<file path="config.mk">
export PLATFORM = sky130hd
export DESIGN_NAME = scrambler_frm
export DESIGN_NICKNAME = d
export VERILOG_FILES = /design/src/rtl/scrambler_frm.sv
export SDC_FILE = /design/constraint.sdc
export NUM_CORES = 1
export LEC_CHECK = 0
export ABC_AREA = 0
export CAP_MARGIN = 10
export CORE_AREA = 2 2 50 52
export DETAILED_ROUTE_END_ITERATION = 7
export DIE_AREA = 0 0 52 54
export DONT_BUFFER_PORTS = 1
export PLACE_DENSITY = 0.64
export SETUP_SLACK_MARGIN = 0.4
export SLEW_MARGIN = 15
export SYNTH_ARGS = -nofsm -noshare
export SYNTH_HDL_FRONTEND = slang
export SYNTH_SLANG_ARGS = --single-unit
</file>
<file path="constraint.sdc">
create_clock -name clk -period 1.4 [get_ports clk]
set_input_delay 0.14 -clock clk [delete_from_list [all_inputs] [get_ports clk]]
set_output_delay 0.14 -clock clk [all_outputs]
set_load 0.02 [all_outputs]
</file>
<file path="src/rtl/scrambler_frm.sv">
// Additive Fibonacci LFSR scrambler/descrambler; DATA_W key bits per beat, reseeded on every frame start.
// Latency: one cycle from an accepted beat to out_valid; frame_done pulses the cycle after the last accept.
// Backpressure: in_ready needs RUN and a free or draining output slot; LFSR and beat count hold without an accept.
module scrambler_frm #(
    parameter int                LFSR_W    = 10,
    parameter logic [LFSR_W-1:0] TAPS      = 10'b10_0000_0100,
    parameter logic [LFSR_W-1:0] SEED      = '1,
    parameter int                DATA_W    = 1,
    parameter int                FRAME_LEN = 8
) (
    input  logic              clk,
    input  logic              rst,
    input  logic              start,
    input  logic              bypass,
    input  logic              in_valid,
    output logic              in_ready,
    input  logic [DATA_W-1:0] in_data,
    output logic              out_valid,
    input  logic              out_ready,
    output logic [DATA_W-1:0] out_data,
    output logic              busy,
    output logic              frame_done
);

    typedef enum logic {
        ST_IDLE,
        ST_RUN
    } state_t;

    localparam int               CNT_W     = (FRAME_LEN > 1) ? $clog2(FRAME_LEN) : 1;
    localparam logic [CNT_W-1:0] LAST_BEAT = CNT_W'(FRAME_LEN - 1);

    state_t              state_q, state_d;
    logic [LFSR_W-1:0]   lfsr_q, lfsr_d;
    logic [LFSR_W-1:0]   lfsr_adv;
    logic [CNT_W-1:0]    cnt_q, cnt_d;
    logic                busy_q, busy_d;
    logic                done_q, done_d;
    logic                out_vld_q, out_vld_d;
    logic [DATA_W-1:0]   out_dat_q, out_dat_d;
    logic [DATA_W-1:0]   key;
    logic                accept;

    assign in_ready   = busy_q & (~out_vld_q | out_ready);
    assign accept     = in_valid & in_ready;
    assign out_valid  = out_vld_q;
    assign out_data   = out_dat_q;
    assign busy       = busy_q;
    assign frame_done = done_q;

    // Unrolled keystream: key[i] is the feedback bit after i single steps from the beat's start state.
    always_comb begin
        lfsr_adv = lfsr_q;
        key      = '0;
        for (int i = 0; i < DATA_W; i++) begin
            key[i]   = ^(lfsr_adv & TAPS);
            lfsr_adv = {lfsr_adv[LFSR_W-2:0], key[i]};
        end
    end

    always_comb begin
        state_d   = state_q;
        lfsr_d    = lfsr_q;
        cnt_d     = cnt_q;
        busy_d    = busy_q;
        done_d    = 1'b0;
        out_vld_d = out_vld_q;
        out_dat_d = out_dat_q;

        if (accept) begin
            out_vld_d = 1'b1;
            out_dat_d = bypass ? in_data : (in_data ^ key);
        end else if (out_ready) begin
            out_vld_d = 1'b0;
        end

        case (state_q)
            ST_IDLE: begin
                if (start) begin
                    lfsr_d  = SEED;
                    cnt_d   = '0;
                    state_d = ST_RUN;
                    busy_d  = 1'b1;
                end
            end
            ST_RUN: begin
                // start is deliberately not looked at here, even alongside the last beat
                if (accept) begin
                    lfsr_d = lfsr_adv;
                    if (cnt_q == LAST_BEAT) begin
                        cnt_d   = '0;
                        state_d = ST_IDLE;
                        busy_d  = 1'b0;
                        done_d  = 1'b1;
                    end else begin
                        cnt_d = cnt_q + CNT_W'(1);
                    end
                end
            end
            default: begin
                state_d = ST_IDLE;
                busy_d  = 1'b0;
            end
        endcase
    end

    always_ff @(posedge clk or posedge rst) begin
        if (rst) begin
            state_q   <= ST_IDLE;
            lfsr_q    <= SEED;
            cnt_q     <= '0;
            busy_q    <= 1'b0;
            done_q    <= 1'b0;
            out_vld_q <= 1'b0;
            out_dat_q <= '0;
        end else begin
            state_q   <= state_d;
            lfsr_q    <= lfsr_d;
            cnt_q     <= cnt_d;
            busy_q    <= busy_d;
            done_q    <= done_d;
            out_vld_q <= out_vld_d;
            out_dat_q <= out_dat_d;
        end
    end

endmodule
</file>
==> results.md, run 1 <==
• Root Buffer Master: sky130_fd_sc_hd__clkbuf_4
• area added between synthesis and finish: 35.23%
• register share of total power: 0.410
• power after layout: 2591 uW
• count of different cell masters after synthesis: 24
• Sw Ratio: 0.3252
• Pre-antenna DRT Iters: 4
• Cell Rows: 18
• clock network power share: 0.102
• post-route ant nets: 0
• num ports: 12
• drt initial violations: 10
• number of register bits inferred by synthesis: 18
• share of flip-flops with an asynchronous set or reset: 1.000
• TritonCTS sink count: 18
• Synthesis Warnings: 0
• count of cells along the worst register-to-register path: 4
• leading cell type in the layout, fill and taps excluded: sky130_fd_sc_hd__dfstp_2
• cells taking the most area after synthesis: sky130_fd_sc_hd__dfstp_2 (30%), sky130_fd_sc_hd__dfrtp_1 (23%), sky130_fd_sc_hd__mux2_4 (10%)
• worst hold path depth: 2
• Setup-failing EPs final: 0
• per-cell routed wire length: 13.57 um
• worst slew pin tran: 226.6 ps
• sequential area share after synthesis: 0.5256
• Critical Setup Path Class: reg2out
• relative slew slack: 0.8489
• mux cell area share after synthesis: 0.1733
• unrepaired setup endpoints after global routing: true
• number of vias per cell after detailed routing: 4.992
• Setup crit end kind: primary output
• Int Power: 1749 uW
• vias after detailed routing: 599
• syn_nets: 82
• fraction of final layout cells sized beyond drive strength 1: 0.5778
• # Max-Cap Violations: 0
• number of pins exceeding their max-slew limit in the final report: 0
• areal power density over the cells: 2176 mW/mm^2
• most used flip-flop cell after synthesis: sky130_fd_sc_hd__dfstp_2
• Design Area, Final: 0.001191 mm^2
• area inside the core boundary: 0.002320 mm^2
• leftover overflow at the end of global routing: 0
• parity-gate share of the synthesized area counting xor and xnor cells: 0.009943
• Total Routing Usage GR: 0.1439
• antenna diode count: 0
• H-Tree Level Count: 1
• share of synthesized cell area in full adder, half adder and majority cells: 0.02841
• Max Root-Sink Buffers: 2
• count of input and output buffers: 0
• CP startpoint kind: register
• Compound-Gate Fraction of Synth Area: 0.03835
• total length of routed wires: 1628 um
• vertical die dimension: 54 um
• arrival time of the worst setup path: 1100 ps
• library cell occupying the most area in the post-synthesis netlist: sky130_fd_sc_hd__dfstp_2
• cell area after synthesis: 880.8 um^2
• placed cell count: 104
• die area: 0.002808 mm^2
• TritonCTS clock tree: done
• leakage: 0.0005523 uW
• number of global-route vias before repair: 657
• Total Nets Final: 100
• clock tree skew after final layout: 13.38 ps
• hold crit path type: in2reg
• top library cells by usage in the layout, fill and taps aside: sky130_fd_sc_hd__dfstp_2 (10), sky130_fd_sc_hd__nand2b_1 (8), sky130_fd_sc_hd__mux2_4 (8)
• proportion of netlist area held by the largest area contributor: 0.2983
• number of synthesized flops with an enable pin: 0
• Filler Cells Inserted: 202
• TritonCTS Buffers: 3
• largest family of logic cells by synthesized area: simple AND/OR/NAND/NOR gates
• wire length of the first global-routing pass: 2842 um
• combinational fraction of design power: 0.488
• final count of hold timing violations: 0
• post-synthesis instance total: 73
• worst IR drop on VDD: 1.042 mV
• insertion delay to the later sink of the worst-skew pair: 290 ps
• Die Width: 52 um
• Required @ worst endpoint: 1260 ps
• net switching power: 842.7 uW
• initial cell density of the core: 0.3797
• outcome: finished clean
• GPL Wtd Cong: 0.6843
• time the final worst path needs with I/O delays and setup: 1237 ps
• part of the cycle the worst path needs: 0.8834
• crit-path max FO: 3
• DR DRC count: 0
• total negative setup slack: 0 ps
• Worst-path clk slew: 110 ps
• number of antenna violations at the first check in global routing: 0
• non-filler instance count after layout: 120
• largest net degree at the start of global routing: 19
• instance area after placement: 983.4 um^2
• Final HPWL DP: 1008 um
• highest clock rate: 0.8086 GHz
• Mapped Avg Cell Area: 12.07 um^2
• simple logic cell fraction of the synthesized area: 0.1903
==> metrics by stage <==
step,util,worst slack (ps),hold slack (ps)
floorplan,-,189.6,71.07
global placement,0.4239,161.5,64.77
detailed placement,0.4239,149.3,62.19
CTS,0.5011,144.2,0.5875
global route,0.5135,111.0,4.592
finish,0.5135,163.2,9.835
==> synth_stat cells, types with 2 or more instances <==
library cell,n
sky130_fd_sc_hd__a31oi_1,3
sky130_fd_sc_hd__dfrtp_1,8
sky130_fd_sc_hd__dfstp_2,10
sky130_fd_sc_hd__ha_1,2
sky130_fd_sc_hd__inv_1,3
sky130_fd_sc_hd__mux2_2,2
sky130_fd_sc_hd__mux2_4,6
sky130_fd_sc_hd__mux2i_1,4
sky130_fd_sc_hd__nand2_1,6
sky130_fd_sc_hd__nand2b_1,8
sky130_fd_sc_hd__nand2b_2,2
sky130_fd_sc_hd__nor2_1,4
sky130_fd_sc_hd__nor3_1,2
sky130_fd_sc_hd__o21ai_0,3
==> power groups by stage <==
stage               Sequential [uW]  Clock, uW  Combinational (uW)
CTS                            1060        281                1210
detailed placement             1080          0                 926
finish                         1060        265                1260
global placement               1070          0                 905
global route                   1090        311                1380
floorplan                      1060          0                 776
==> logic make-up (layout without fill, tap and decap cells) <==
kind of cell	after synthesis	in the layout
AOI/OAI and AO/OA	6	6
xor gates and xnor gates	1	1
adders and majority gates	2	2
buffers and inverters	5	22
DFF	18	18
muxes	12	12
and+or+nand+nor	29	29
==> metal layers <==
layer | wire, um | global-route usage
met1 | 751 | 0.1641
met2 | 780 | 0.2511
met3 | 72 | 0.03889
met4 | 24 | 0.06579
met5 | 0 | 0
==> state kept, by name, summed over array words and instances, names as in the netlist <==
signal / count
lfsr_q: 10
cnt_q: 3
busy: 1
frame_done: 1
out_data: 1
out_valid: 1
state_q: 1
==> cell type report <==
type	instances	area (um^2)	share of cell area
Inverter	3	11.26	0.009454
Multi-Input combinational cell	50	478.0	0.4013
Sequential cell	18	466.7	0.3918
Tap cell	30	37.54	0.03151
Clock buffer	4	26.28	0.02206
Timing Repair Buffer	15	171.4	0.1439
==> critical path, cell delays in order (launching register included) <==
cell	delay, ps
sky130_fd_sc_hd__dfrtp_2	440
sky130_fd_sc_hd__and2b_2	230
sky130_fd_sc_hd__nor2_4	140
==> what timing repair did <==
action	4_1_cts	5_1_grt
gates cloned	1	0
resized for setup	11	5
endpoints found under the setup margin	20	20
setup buffers	8	1
endpoints found under the hold margin	19	0
hold buffers	2	0
pin swaps	5	2
==> path summary, 6_finish.rpt <==
kind | slack, ps | from | end
max in group asynchronous | 840 | rst | lfsr_q[3]
min reg2reg | 510 | lfsr_q[1] | lfsr_q[1]
max reg2reg | 200 | busy | lfsr_q[9]
max | 160 | out_valid | in_ready
min | 10 | in_valid | lfsr_q[1]
min in group asynchronous | 290 | rst | cnt_q[0]
(Power assumes the default switching activity.)
==> inputs of run 2 (changes only) <==
- CORE_AREA: 2 2 50 52 -> 2 2 51 53
- DIE_AREA: 0 0 52 54 -> 0 0 53 55
- PLACE_DENSITY: 0.64 -> 0.63
==> run 2 against run 1 <==
  * Setup slack worse by 29 ps
  * Wire length up 1.2%
  * Critical path depth unchanged
  * Core utilization down 1.3 points
  * Sequential power up 4%
  * Clock power up 20%
  * Via count down 0.50%
  * Final cell count up 1.7%
  * Die area up 3.8%
  * Critical endpoint unchanged
==> results.md, run 2 (synthesis results as in run 1) <==
• outcome: finished clean
• cell count along the critical path: 2
• DR DRC count: 0
• number of vias per cell after detailed routing: 4.885
• area inside the core boundary: 0.002365 mm^2
• vias after detailed routing: 596
• insertion delay to the later sink of the worst-skew pair: 290 ps
• Critical Setup Path Class: reg2out
• top library cells by usage in the layout, fill and taps aside: sky130_fd_sc_hd__dfstp_2 (10), sky130_fd_sc_hd__nand2b_1 (8), sky130_fd_sc_hd__buf_4 (7)
• num ports: 12
• initial cell density of the core: 0.3725
• number of global-route vias before repair: 592
• relative slew slack: 0.8455
• worst IR drop on VDD: 1.025 mV
• Setup-failing EPs final: 0
• Max Root-Sink Buffers: 2
• TritonCTS sink count: 18
• fraction of final layout cells sized beyond drive strength 1: 0.5435
• hold crit path type: in2reg
• largest net degree at the start of global routing: 19
• vertical die dimension: 55 um
• GPL Wtd Cong: 0.6824
• first element of the critical path: out_valid
• Root Buffer Master: sky130_fd_sc_hd__clkbuf_4
• launch point of the worst reg-to-reg path: out_valid
• crit-path max FO: 4
• total length of routed wires: 1648 um
• clock network power share: 0.124
• register area: 466.7 um^2
• CP startpoint kind: register
• count of cells along the worst register-to-register path: 4
• setup slack of the critical path after layout: 134.3 ps
• largest registers: lfsr_q: 10 flops, cnt_q: 3 flops
• Top reg by flops: lfsr_q
• register share of total power: 0.431
• Total Routing Usage GR: 0.1260
• number of antenna violations at the first check in global routing: 0
• area added between synthesis and finish: 34.38%
• Int Power: 1741 uW
• Multi-input gate area: 447.9 um^2
• Total Nets Final: 102
• worst slack, placed: 122.9 ps
• unrepaired setup endpoints after global routing: true
• Pre-antenna DRT Iters: 4
• post-route ant nets: 0
• cell-by-cell trace of the critical path: and2b_2 -> nor2_4
• Die Width: 53 um
• total negative setup slack: 0 ps
• # Max-Cap Violations: 0
• number of pins exceeding their max-slew limit in the final report: 0
• count of input and output buffers: 0
• Required @ worst endpoint: 1260 ps
• Setup crit end kind: primary output
• areal power density over the cells: 2156 mW/mm^2
• clock tree skew after final layout: 2.035 ps
• arrival time of the worst setup path: 1130 ps
• Sw Ratio: 0.3177
• net switching power: 810.9 uW
• endpoint of the worst-slack reg-to-reg timing path: lfsr_q[5]
• leakage: 0.0005506 uW
• last element of the critical path: in_ready
• Cell Rows: 18
• per-cell routed wire length: 13.51 um
• Max stage delay on crit path: 450 ps
• max FFs per register: 10
• critical path's top delay family: flip-flops
• Worst-path clk slew: 100 ps
• buffers plus inverters on the worst setup path: 0
• time the final worst path needs with I/O delays and setup: 1266 ps
• H-Tree Level Count: 1
• die area: 0.002915 mm^2
• worst slew pin tran: 231.7 ps
• final count of hold timing violations: 0
• leading cell type in the layout, fill and taps excluded: sky130_fd_sc_hd__dfstp_2
• Filler Cells Inserted: 223
• drt initial violations: 6
• TritonCTS clock tree: done
• part of the cycle the worst path needs: 0.9041
• combinational fraction of design power: 0.445
• leftover overflow at the end of global routing: 0
• master of the slowest instance on the critical path: sky130_fd_sc_hd__dfrtp_2
• highest clock rate: 0.7900 GHz
• antenna diode count: 0
• TritonCTS Buffers: 3
• wire length of the first global-routing pass: 2615 um
• worst setup slack for register-to-register paths: 170 ps
run 2: changes by cell type in the layout (fill, tap and decap cells not counted), moves of 2 or more:
cell                      before  now
sky130_fd_sc_hd__buf_6         3    5
sky130_fd_sc_hd__mux2_4        8    6
sky130_fd_sc_hd__mux2_2        0    2
sky130_fd_sc_hd__o21ai_0       1    3
run 2: worst min-delay path by stage:
stage	from	depth (start not counted)	slack, ps	endpoint
finish	bypass	2	20	out_data
global route	bypass	2	30	out_data
CTS	in_data	2	20	out_data
detailed placement	rst	2	60	cnt_q[1]
global placement	rst	2	60	cnt_q[0]
floorplan	rst	1	70	cnt_q[0]
run 2: what timing repair did:
action	4_1_cts	5_1_grt
hold endpoints to repair	20	0
gates resized for setup	3	3
hold buffers	3	0
endpoints found under the setup margin	19	19
cloned	0	1
buffers inserted	9	2
pin swaps	1	0
run 2: routing by layer:
layer,vias up,GRT usage,part of all wire
met5,-,0,0
met1,294,0.1599,0.44
met4,0,0.05128,0.012
met3,2,0.02957,0.042
met2,13,0.2083,0.50
li1,287,-,-
run 2: power by group through the flow:
stage               clock network [uW]  logic, uW  registers (uW)
finish                             317       1140            1100
CTS                                325       1070            1100
global placement                     0        848            1100
floorplan                            0        776            1060
global route                       347       1250            1140
detailed placement                   0        882            1120
run 2: metrics by stage:
stage	utilization	cell area, um^2	hold slack (ps)	instances	total power, uW
2_1_floorplan	-	942.2	71.07	73	1838
3_3_place_gp	0.4127	975.9	59.37	103	1949
3_5_place_dp	0.4127	975.9	60.62	103	1998
4_1_cts	0.4788	1132	19.15	119	2500
5_1_grt	0.5005	1184	33.78	122	2733
6_report	0.5005	1184	23.07	122	2552
run 2: layout make-up:
type / count / share of cell area
Clock buffer: 4 / 0.03066
Inverter: 3 / 0.009514
Multi-Input combinational cell: 50 / 0.3784
Sequential cell: 18 / 0.3943
Tap cell: 30 / 0.03171
Timing Repair Buffer: 17 / 0.1554
